[src/rtl/intctl_multi.sv]
`default_nettype none
// ============================================================================
// Module   : intctl_multi
// Purpose  : Unibus BR-level interrupt requester for NCHAN local sources;
//            arbitrates, runs BR/BG/SACK/BBSY/INTR and drives the vector.
//            Define INTCTL_RR_EN for round-robin instead of fixed priority.
// Revision : 1.0  initial release
// ============================================================================
module intctl_multi #(
    parameter int NCHAN   = 4,
    parameter int DGLITCH = 4
) (
    input  logic                 CLOCK,
    input  logic                 RESET,
    input  logic [NCHAN-1:0]     intreq,
    input  logic [8*NCHAN-1:0]   intvecs,
    input  logic                 bbsy_in_h,
    input  logic                 bg_in_l,
    input  logic                 init_in_h,
    input  logic                 sack_in_h,
    input  logic                 syn_msyn_in_h,
    input  logic                 syn_ssyn_in_h,
    output logic                 bbsy_out_h,
    output logic                 br_out_h,
    output logic                 bg_out_l,
    output logic [7:0]           d70_out_h,
    output logic                 intr_out_h,
    output logic                 sack_out_h,
    output logic [NCHAN-1:0]     intack,
    output logic                 busy
);

    localparam int         c_SELW    = (NCHAN > 1) ? $clog2(NCHAN) : 1;
    localparam logic [3:0] c_DG_LAST = 4'(DGLITCH - 1);

    typedef enum logic [2:0] {
        S_IDLE = 3'd0,
        S_REQ  = 3'd1,
        S_SACK = 3'd2,
        S_INTR = 3'd3,
        S_HOLD = 3'd4
    } state_t;

    state_t             r_state, w_state_nx;
    logic [c_SELW-1:0]  r_sel, w_sel_nx;
    logic [3:0]         r_dgcnt, w_dgcnt_nx;
    logic               r_bbsy, w_bbsy_nx;
    logic               r_br, w_br_nx;
    logic               r_bgo, w_bgo_nx;
    logic [7:0]         r_d70, w_d70_nx;
    logic               r_intr, w_intr_nx;
    logic               r_sack, w_sack_nx;
    logic [NCHAN-1:0]   r_intack, w_intack_nx;
    logic               r_busy, w_busy_nx;

    logic               w_any;
    logic [c_SELW-1:0]  w_win;
    logic               w_sel_req;
    logic [c_SELW-1:0]  w_pick;
    logic [5:0]         w_pick_vec;
    logic               w_bus_free;
    logic               w_unused;

    // sack_in_h and the low vector bits carry no meaning for a requester
    assign w_unused = ^{sack_in_h, intvecs};

`ifdef INTCTL_RR_EN
    logic [c_SELW-1:0]  r_rrptr, w_rrptr_nx;
    int                 w_rank;
    int                 w_best;

    // Winner is the requesting channel at the smallest distance past rrptr
    always_comb begin
        w_win  = '0;
        w_rank = 0;
        w_best = NCHAN;
        for (int i = 0; i < NCHAN; i++) begin
            w_rank = (i + NCHAN - int'(r_rrptr)) % NCHAN;
            if (intreq[i] && (w_rank < w_best)) begin
                w_best = w_rank;
                w_win  = c_SELW'(i);
            end
        end
    end
`else
    always_comb begin
        w_win = '0;
        for (int i = NCHAN - 1; i >= 0; i--) begin
            if (intreq[i]) begin
                w_win = c_SELW'(i);
            end
        end
    end
`endif

    assign w_any      = |intreq;
    assign w_sel_req  = |(intreq & (NCHAN'(1) << r_sel));
    assign w_pick     = w_sel_req ? r_sel : w_win;
    assign w_bus_free = !bbsy_in_h && bg_in_l && !syn_msyn_in_h && !syn_ssyn_in_h;

    always_comb begin
        w_pick_vec = '0;
        for (int i = 0; i < NCHAN; i++) begin
            if (w_pick == c_SELW'(i)) begin
                w_pick_vec = intvecs[8*i+2 +: 6];
            end
        end
    end

    always_comb begin
        w_state_nx  = r_state;
        w_sel_nx    = r_sel;
        w_dgcnt_nx  = r_dgcnt;
        w_bbsy_nx   = r_bbsy;
        w_br_nx     = r_br;
        w_bgo_nx    = 1'b1;
        w_d70_nx    = r_d70;
        w_intr_nx   = r_intr;
        w_sack_nx   = r_sack;
        w_intack_nx = '0;
`ifdef INTCTL_RR_EN
        w_rrptr_nx  = r_rrptr;
`endif
        case (r_state)
            S_IDLE: begin
                w_bgo_nx = bg_in_l;
                // A low grant here may already be on its way downstream
                if (w_any && bg_in_l) begin
                    w_state_nx = S_REQ;
                    w_br_nx    = 1'b1;
                    w_sel_nx   = w_win;
                    w_dgcnt_nx = '0;
                    w_bgo_nx   = 1'b1;
                end
            end
            S_REQ: begin
                if (bg_in_l) begin
                    w_dgcnt_nx = '0;
                end else if (r_dgcnt != c_DG_LAST) begin
                    w_dgcnt_nx = r_dgcnt + 4'd1;
                end else begin
                    w_br_nx    = 1'b0;
                    w_sack_nx  = 1'b1;
                    w_state_nx = S_SACK;
                end
            end
            S_SACK: begin
                if (w_bus_free) begin
                    w_sack_nx = 1'b0;
                    if (w_any) begin
                        w_sel_nx   = w_pick;
                        w_bbsy_nx  = 1'b1;
                        w_intr_nx  = 1'b1;
                        w_d70_nx   = {w_pick_vec, 2'b00};
                        w_state_nx = S_INTR;
                    end else begin
                        w_state_nx = S_IDLE;
                    end
                end
            end
            S_INTR: begin
                if (syn_ssyn_in_h) begin
                    w_bbsy_nx   = 1'b0;
                    w_intr_nx   = 1'b0;
                    w_d70_nx    = '0;
                    w_intack_nx = NCHAN'(1) << r_sel;
`ifdef INTCTL_RR_EN
                    w_rrptr_nx  = (r_sel == c_SELW'(NCHAN - 1)) ? '0 : r_sel + 1'b1;
`endif
                    w_state_nx  = S_HOLD;
                end
            end
            S_HOLD: begin
                if (!syn_ssyn_in_h) begin
                    w_state_nx = S_IDLE;
                end
            end
            default: begin
                w_state_nx = S_IDLE;
            end
        endcase

        if (init_in_h) begin
            w_state_nx  = S_IDLE;
            w_sel_nx    = '0;
            w_dgcnt_nx  = '0;
            w_bbsy_nx   = 1'b0;
            w_br_nx     = 1'b0;
            w_bgo_nx    = 1'b1;
            w_d70_nx    = '0;
            w_intr_nx   = 1'b0;
            w_sack_nx   = 1'b0;
            w_intack_nx = '0;
`ifdef INTCTL_RR_EN
            w_rrptr_nx  = '0;
`endif
        end

        w_busy_nx = (w_state_nx != S_IDLE);
    end

    always_ff @(posedge CLOCK or negedge RESET) begin
        if (!RESET) begin
            r_state  <= S_IDLE;
            r_sel    <= '0;
            r_dgcnt  <= '0;
            r_bbsy   <= 1'b0;
            r_br     <= 1'b0;
            r_bgo    <= 1'b1;
            r_d70    <= '0;
            r_intr   <= 1'b0;
            r_sack   <= 1'b0;
            r_intack <= '0;
            r_busy   <= 1'b0;
`ifdef INTCTL_RR_EN
            r_rrptr  <= '0;
`endif
        end else begin
            r_state  <= w_state_nx;
            r_sel    <= w_sel_nx;
            r_dgcnt  <= w_dgcnt_nx;
            r_bbsy   <= w_bbsy_nx;
            r_br     <= w_br_nx;
            r_bgo    <= w_bgo_nx;
            r_d70    <= w_d70_nx;
            r_intr   <= w_intr_nx;
            r_sack   <= w_sack_nx;
            r_intack <= w_intack_nx;
            r_busy   <= w_busy_nx;
`ifdef INTCTL_RR_EN
            r_rrptr  <= w_rrptr_nx;
`endif
        end
    end

    assign bbsy_out_h = r_bbsy;
    assign br_out_h   = r_br;
    assign bg_out_l   = r_bgo;
    assign d70_out_h  = r_d70;
    assign intr_out_h = r_intr;
    assign sack_out_h = r_sack;
    assign intack     = r_intack;
    assign busy       = r_busy;

endmodule
`default_nettype wire

[config.mk]
export PLATFORM = sky130hd
export DESIGN_NAME = intctl_multi
export DESIGN_NICKNAME = d
export VERILOG_FILES = /design/src/rtl/intctl_multi.sv
export SDC_FILE = /design/constraint.sdc
export NUM_CORES = 1
export LEC_CHECK = 0
export CAP_MARGIN = 10
export CORE_ASPECT_RATIO = 0.5
export CORE_UTILIZATION = 38
export CTS_CLUSTER_SIZE = 25
export DETAILED_ROUTE_END_ITERATION = 10
export GPL_TIMING_DRIVEN = 0
export PLACE_DENSITY = 0.81
export RECOVER_POWER = 25
export SKIP_LAST_GASP = 1
export SLEW_MARGIN = 10
export SYNTH_ARGS = -nofsm -noshare
export SYNTH_HDL_FRONTEND = slang
export SYNTH_SLANG_ARGS = --single-unit
[constraint.sdc]
create_clock -name CLOCK -period 1.7 [get_ports CLOCK]
set_input_delay 0.34 -clock CLOCK [delete_from_list [all_inputs] [get_ports CLOCK]]
set_output_delay 0.34 -clock CLOCK [all_outputs]
set_load 0.005 [all_outputs]
# == Word-level counts from Yosys, hierarchy flattened ==
# Cells that the tools add are included.
# word_totals
reg_bits,26
inputBits,44
out_inout_bits,18
word_cells,103
# op_classes
n_addsub,1
n_eq_ne,15
shift,1
mux,54
n_bitwise,1
reduce_logical,21
# op_table
operator,n
$mux 8,4
$mux 4,7
$mux 6,4
$mux 3,7
$mux 2,10
$ne 3x3->1 const B,6
$pmux 8 s2,1
$reduce_and 4->1,4
$mux 1,15
$pmux 3 s5,1
$reduce_bool 3->1,5
$pmux 4 s2,1
$reduce_or 4->1,2
$eq 3x2->1 const B,2
$pmux 1 s2,3
$add 4x1->4 const B,1
$and 4x4->4,1
$eq 2x2->1 const B,2
$logic_and 1x1->1,4
$ne 4x2->1 const B,1
$ne 4x4->1 const B,1
$pmux 2 s2,1
$shl 1x2->4 const A,1
$eq 3x1->1 const B,1
other kinds (6),8

# == Longest topological paths before layout ==
# depth
word_depth,14
ltp_mapped,7
ltp_nobuf,6

# == Worst setup path before layout ==
# Ideal clock, no wire load.
# synth_path
kind,input-to-reg
startpoint,input port intreq[1]
endpoint,register r_busy (netlist: busy)
setup_time_ns,0.121
t_arrival_ns,1.547
t_required_ns,1.579
path_slack_ns,0.032
path_stages,6
path_buffers,1
path_cell_list,buf_2 -> or4_1 -> o311ai_1 -> nand2_1 -> o21ai_1 -> nand2b_1
# synth_via
elab_chain_cells,6
word_cells_on_any_way,8
cone_classes,mux (5); reduce/logical (3)
# synth_rtl
element,line,rtl
"start, declared",15,"input logic [NCHAN-1:0] intreq,"
$reduce_or 4->1 (*),96,assign w_any = |intreq;
$mux 2 / $logic_and 1x1->1 (equally long branches),"150, 128",
$mux 3 (on tied branches),"148, 128",
$pmux 3 s5 (*),124,case (r_state)
$mux 3 (*),183,if (init_in_h) begin
$reduce_bool 3->1 (*),199,w_busy_nx = (w_state_nx != S_IDLE);
named net w_busy_nx,54,"logic r_busy, w_busy_nx;"
"end signal, assigned",229,r_busy <= w_busy_nx;
"end, declared",54,
# Mark *: on every way through the listed nets, which the timed path passes. The rest lies on a longest branch.
# A chain may end at the register's enable or synchronous reset.

# == Worst setup path in the final report ==
# layout_path
startpoint,register r_state[1]
endpoint,register r_dgcnt[2]
# layout_via
elab_chain_cells,3
word_cells_on_any_way,8
cone_classes,eq/ne (3); mux (2); reduce/logical (3)
# layout_rtl
element,line,rtl
"start, declared",44,"state_t r_state, w_state_nx;"
"start signal, assigned",219,r_state <= w_state_nx;
$eq 3x1->1 / $logic_not 3->1 (equally long branches),124,
"$ne 4x4->1 (no line), or another cell as far along",--,
$reduce_and 3->1 (no line) / $mux 4 (equally long branches),--,
"end signal, assigned",221,r_dgcnt <= w_dgcnt_nx;
"end, declared",46,"logic [3:0] r_dgcnt, w_dgcnt_nx;"
# Several ways; a longest one is shown, not always the timed one.

==> reports/summary.md <==
• 6.09 mm — wire length of the first global-routing pass
• 48 — initial drt markers
• 0.288 — worst-case headroom to the max-slew limit
• 48 — number of distinct standard cells referenced by the synthesized netlist
• 4 — iteration count of the initial detailed-routing pass
• 1.06 ns — actual slew at the worst max-slew pin
• 0.225 — layout cells sized above 1
• 5 — number of cell instances on the worst register-to-register path
• 45.7 µm — Vert. Die Dim
• 1.65 ns — time the final worst path needs with I/O delays and setup
• 0.09 ns — clk slew on worst S/H paths
• 1297 — vias in the first global route
• 4080 µm² — full die area
• 3 — Worst Hold Depth
• 14.5 µm — final routed wire length divided by cell count
• flip-flop — Worst Setup End Kind
• 0.879 nW — leakage power summed over all cells
• 15 — site row count
• 89.4 µm — horizontal die dimension
• 0 — Ys Warns
• 3 — number of clock buffers inserted by TritonCTS
• 0.879 — GPL Wtd Cong
• 1.00 — share of synthesized flip-flops with an asynchronous set or reset
• 46 — number of buffers added on ports
• 3.90 mm — final wirelength
• 0 — grt total ovfl
• reg -> reg — startpoint-to-endpoint class of the critical path
• 0.05 ns — register-to-register setup slack
• 9 — maximum fanout count along the critical path
• 24 — total clock sinks
• r_state[1]$_DFF_PN0_ — Reg2Reg Launch Point
• in -> reg — class of the most critical hold timing path
• 2180 µm² — area of all placed cells without fillers
• 0 — hold buffers post-CTS
• 0 — setup violation total in the final timing report
• 24 — post-synthesis register bit count
• 1 — htree depth
• r_dgcnt[2]$_DFFE_PN0P_ — reg-to-reg endpoint
• 0.201 — total global routing track utilization
• 163 — Syn Inst Count
• 0 ns — sum of negative setup slack
• sky130_fd_sc_hd__clkdlybuf4s50_1 — most common cell after layout, fill and taps aside
• 0.281 mV — maximum vdd ir drop
• 0 — Final Hold Fails
• 0 — fraction of synthesized cell area in xor and xnor cells
• sky130_fd_sc_hd__clkdlybuf4s50_1, sky130_fd_sc_hd__dfrtp_1, sky130_fd_sc_hd__nand2_1 — most frequent cells in the layout
• 0.00672 ns — Clock Skew
• 0.415 — portion of the post-synthesis area used by sequential elements
• 0.27 ns — Clock Latency Late Sink
• done — clock tree from TritonCTS
• 1980 µm² — dpl cell area
• 0 — number of flops mapped to enable cells by yosys
• 1450 µm² — netlist area before placement
• 1.22 mW — overall power of the completed layout
• 0 — total of max-cap violations
• 0.0138 — multiplexer share of the synthesized area
• r_state[1]$_DFF_PN0_ — Worst Setup SP
• 0.259 — fraction of the mapped netlist area in compound gates
• 62 — Boundary Pins
• bg_in_l — min-delay src
• 3550 µm² — total core area
• 2.81 mm — HPWL after detailed placement
• 1.86 ns — Data arrival, critical path
• 261 — placed cells
• 0.243 — fraction of the mapped netlist area in simple logic gates
• 2 — clock buffer depth
• 0.00863 — adder and majority cell fraction of the synthesized area
• sky130_fd_sc_hd__clkbuf_8 — clock root buffer master
• 8.90 µm² — synthesized area per cell
• compound AO/OA/AOI/OAI gates — dominant combinational cell family by area after synthesis
• 1.91 ns — required time at the worst-slack endpoint
• 0 — max-slew violation total from the final report
• 5.32 — via density per instance
• 0 — number of antenna violations at the first check in global routing
• 0 — number of antenna diodes
• 264 — NumNets Final
• 1432 — vias post-DR
• 0 — ANT nets after route
• 269 — number of standard cells in the layout, taps in and fillers out
• 50.5% — area growth from synthesis to layout
• 0.409 — Starting Density
• 558 nW/µm² — power per cell area
• sky130_fd_sc_hd__dfrtp_1 — predominant post-synthesis flop cell
• finished clean — result of the run
• 607 MHz — top achievable clock speed
• 25 — largest net degree at the start of global routing
• flip-flop — startpoint type of the worst setup path
• 0.970 — Final Cycle Share
• bg_out_l$_DFF_PN1_ — end of the worst hold path
• 0 — DR DRC count
[metal layers]
layer | share of wire | GRT usage
met1 | 0.48 | 0.272
met2 | 0.49 | 0.353
met3 | 0.030 | 0.0344
met4 | 0.0026 | 0.0286
met5 | 0 | 0
[worst max-delay path by stage]
| stage | endpoint | slack [ns] | cells past startpoint |
|---|---|---|---|
| global route | r_dgcnt[3]$_DFFE_PN0P_ | -0.03 | 6 |
| finish | r_dgcnt[2]$_DFFE_PN0P_ | 0.05 | 5 |
| CTS | r_sel[1]$_DFFE_PN0P_ | -0.04 | 6 |
| global placement | r_dgcnt[3]$_DFFE_PN0P_ | -0.54 | 6 |
| floorplan | busy$_DFF_PN0_ | 0.03 | 6 |
| detailed placement | r_dgcnt[3]$_DFFE_PN0P_ | -0.59 | 6 |
[sequential cells by signal, indices dropped and copies added (netlist names)]
register / cells
bg_out_l: 1
intr_out_h: 1
d70_out_h: 6
busy: 1
r_sel: 2
intack: 4
r_state: 3
br_out_h: 1
r_dgcnt: 4
sack_out_h: 1
[synthesized netlist by cell type, types with 2 or more instances]
cell type | instances | area (µm²)
sky130_fd_sc_hd__o21ai_0 | 6 | 30.0
sky130_fd_sc_hd__buf_2 | 4 | 20.0
sky130_fd_sc_hd__buf_4 | 3 | 22.5
sky130_fd_sc_hd__dfrtp_1 | 23 | 576
sky130_fd_sc_hd__and2_1 | 2 | 12.5
sky130_fd_sc_hd__mux2i_1 | 2 | 20.0
sky130_fd_sc_hd__o31ai_1 | 3 | 22.5
sky130_fd_sc_hd__nor3_1 | 7 | 35.0
sky130_fd_sc_hd__nand2_1 | 15 | 56.3
sky130_fd_sc_hd__nor2_2 | 2 | 12.5
sky130_fd_sc_hd__clkbuf_1 | 7 | 26.3
sky130_fd_sc_hd__nand3_1 | 3 | 15.0
sky130_fd_sc_hd__nor2_1 | 11 | 41.3
sky130_fd_sc_hd__o21ai_1 | 7 | 35.0
sky130_fd_sc_hd__a2bb2oi_1 | 2 | 17.5
sky130_fd_sc_hd__inv_1 | 4 | 15.0
sky130_fd_sc_hd__o221ai_1 | 6 | 52.6
sky130_fd_sc_hd__a21boi_0 | 2 | 15.0
sky130_fd_sc_hd__a211oi_1 | 7 | 52.6
sky130_fd_sc_hd__a21oi_1 | 7 | 35.0
sky130_fd_sc_hd__nand2b_1 | 2 | 12.5
sky130_fd_sc_hd__nor2b_1 | 10 | 62.6
sky130_fd_sc_hd__a31oi_1 | 3 | 18.8
[what timing repair did]
item,4_1_cts,5_1_grt
endpoints found under the setup margin,17,13
buffers inserted,4,3
pin swaps,9,8
cloned,0,0
resized for setup,20,21
[final cells by class]
cell class / instances / area (µm²)
clock buffers: 4 / 45.0
inverters: 4 / 15.0
multi-input cells: 122 / 885
flip-flops and latches: 24 / 603
fillers: 305 / 1370
plain buffers: 11 / 61.3
well taps: 51 / 63.8
repair buffers: 53 / 509
[power by group]
part           leakage (nW)  internal [mW]  switching, mW
Combinational         0.531          0.142          0.131
Clock                0.0228          0.167          0.178
Sequential            0.326          0.583         0.0151
[critical path, stage by stage, from the launching register on]
cell and delay (ns):
sky130_fd_sc_hd__dfrtp_1 0.36, sky130_fd_sc_hd__buf_2 0.19, sky130_fd_sc_hd__nor2_4 0.20, sky130_fd_sc_hd__nand3_2 0.14, sky130_fd_sc_hd__or4b_2 0.63, sky130_fd_sc_hd__nand2_1 0.08
[logic make-up after synthesis]
group,after synthesis
simple gates,63
compound gates,54
flops,24
buf+inv,18
mux,2
fa+ha+maj,1
other cells,1
[through the flow]
step,worst slack [ns],utilization,hold WS [ns]
6_report,0.0513,0.615,0.416
3_3_place_gp,-0.544,0.558,0.469
5_1_grt,-0.0261,0.615,0.430
4_1_cts,-0.0351,0.598,0.496
2_1_floorplan,0.0317,-,0.0444
3_5_place_dp,-0.590,0.558,0.477
Power figures use the tool's default switching activity.
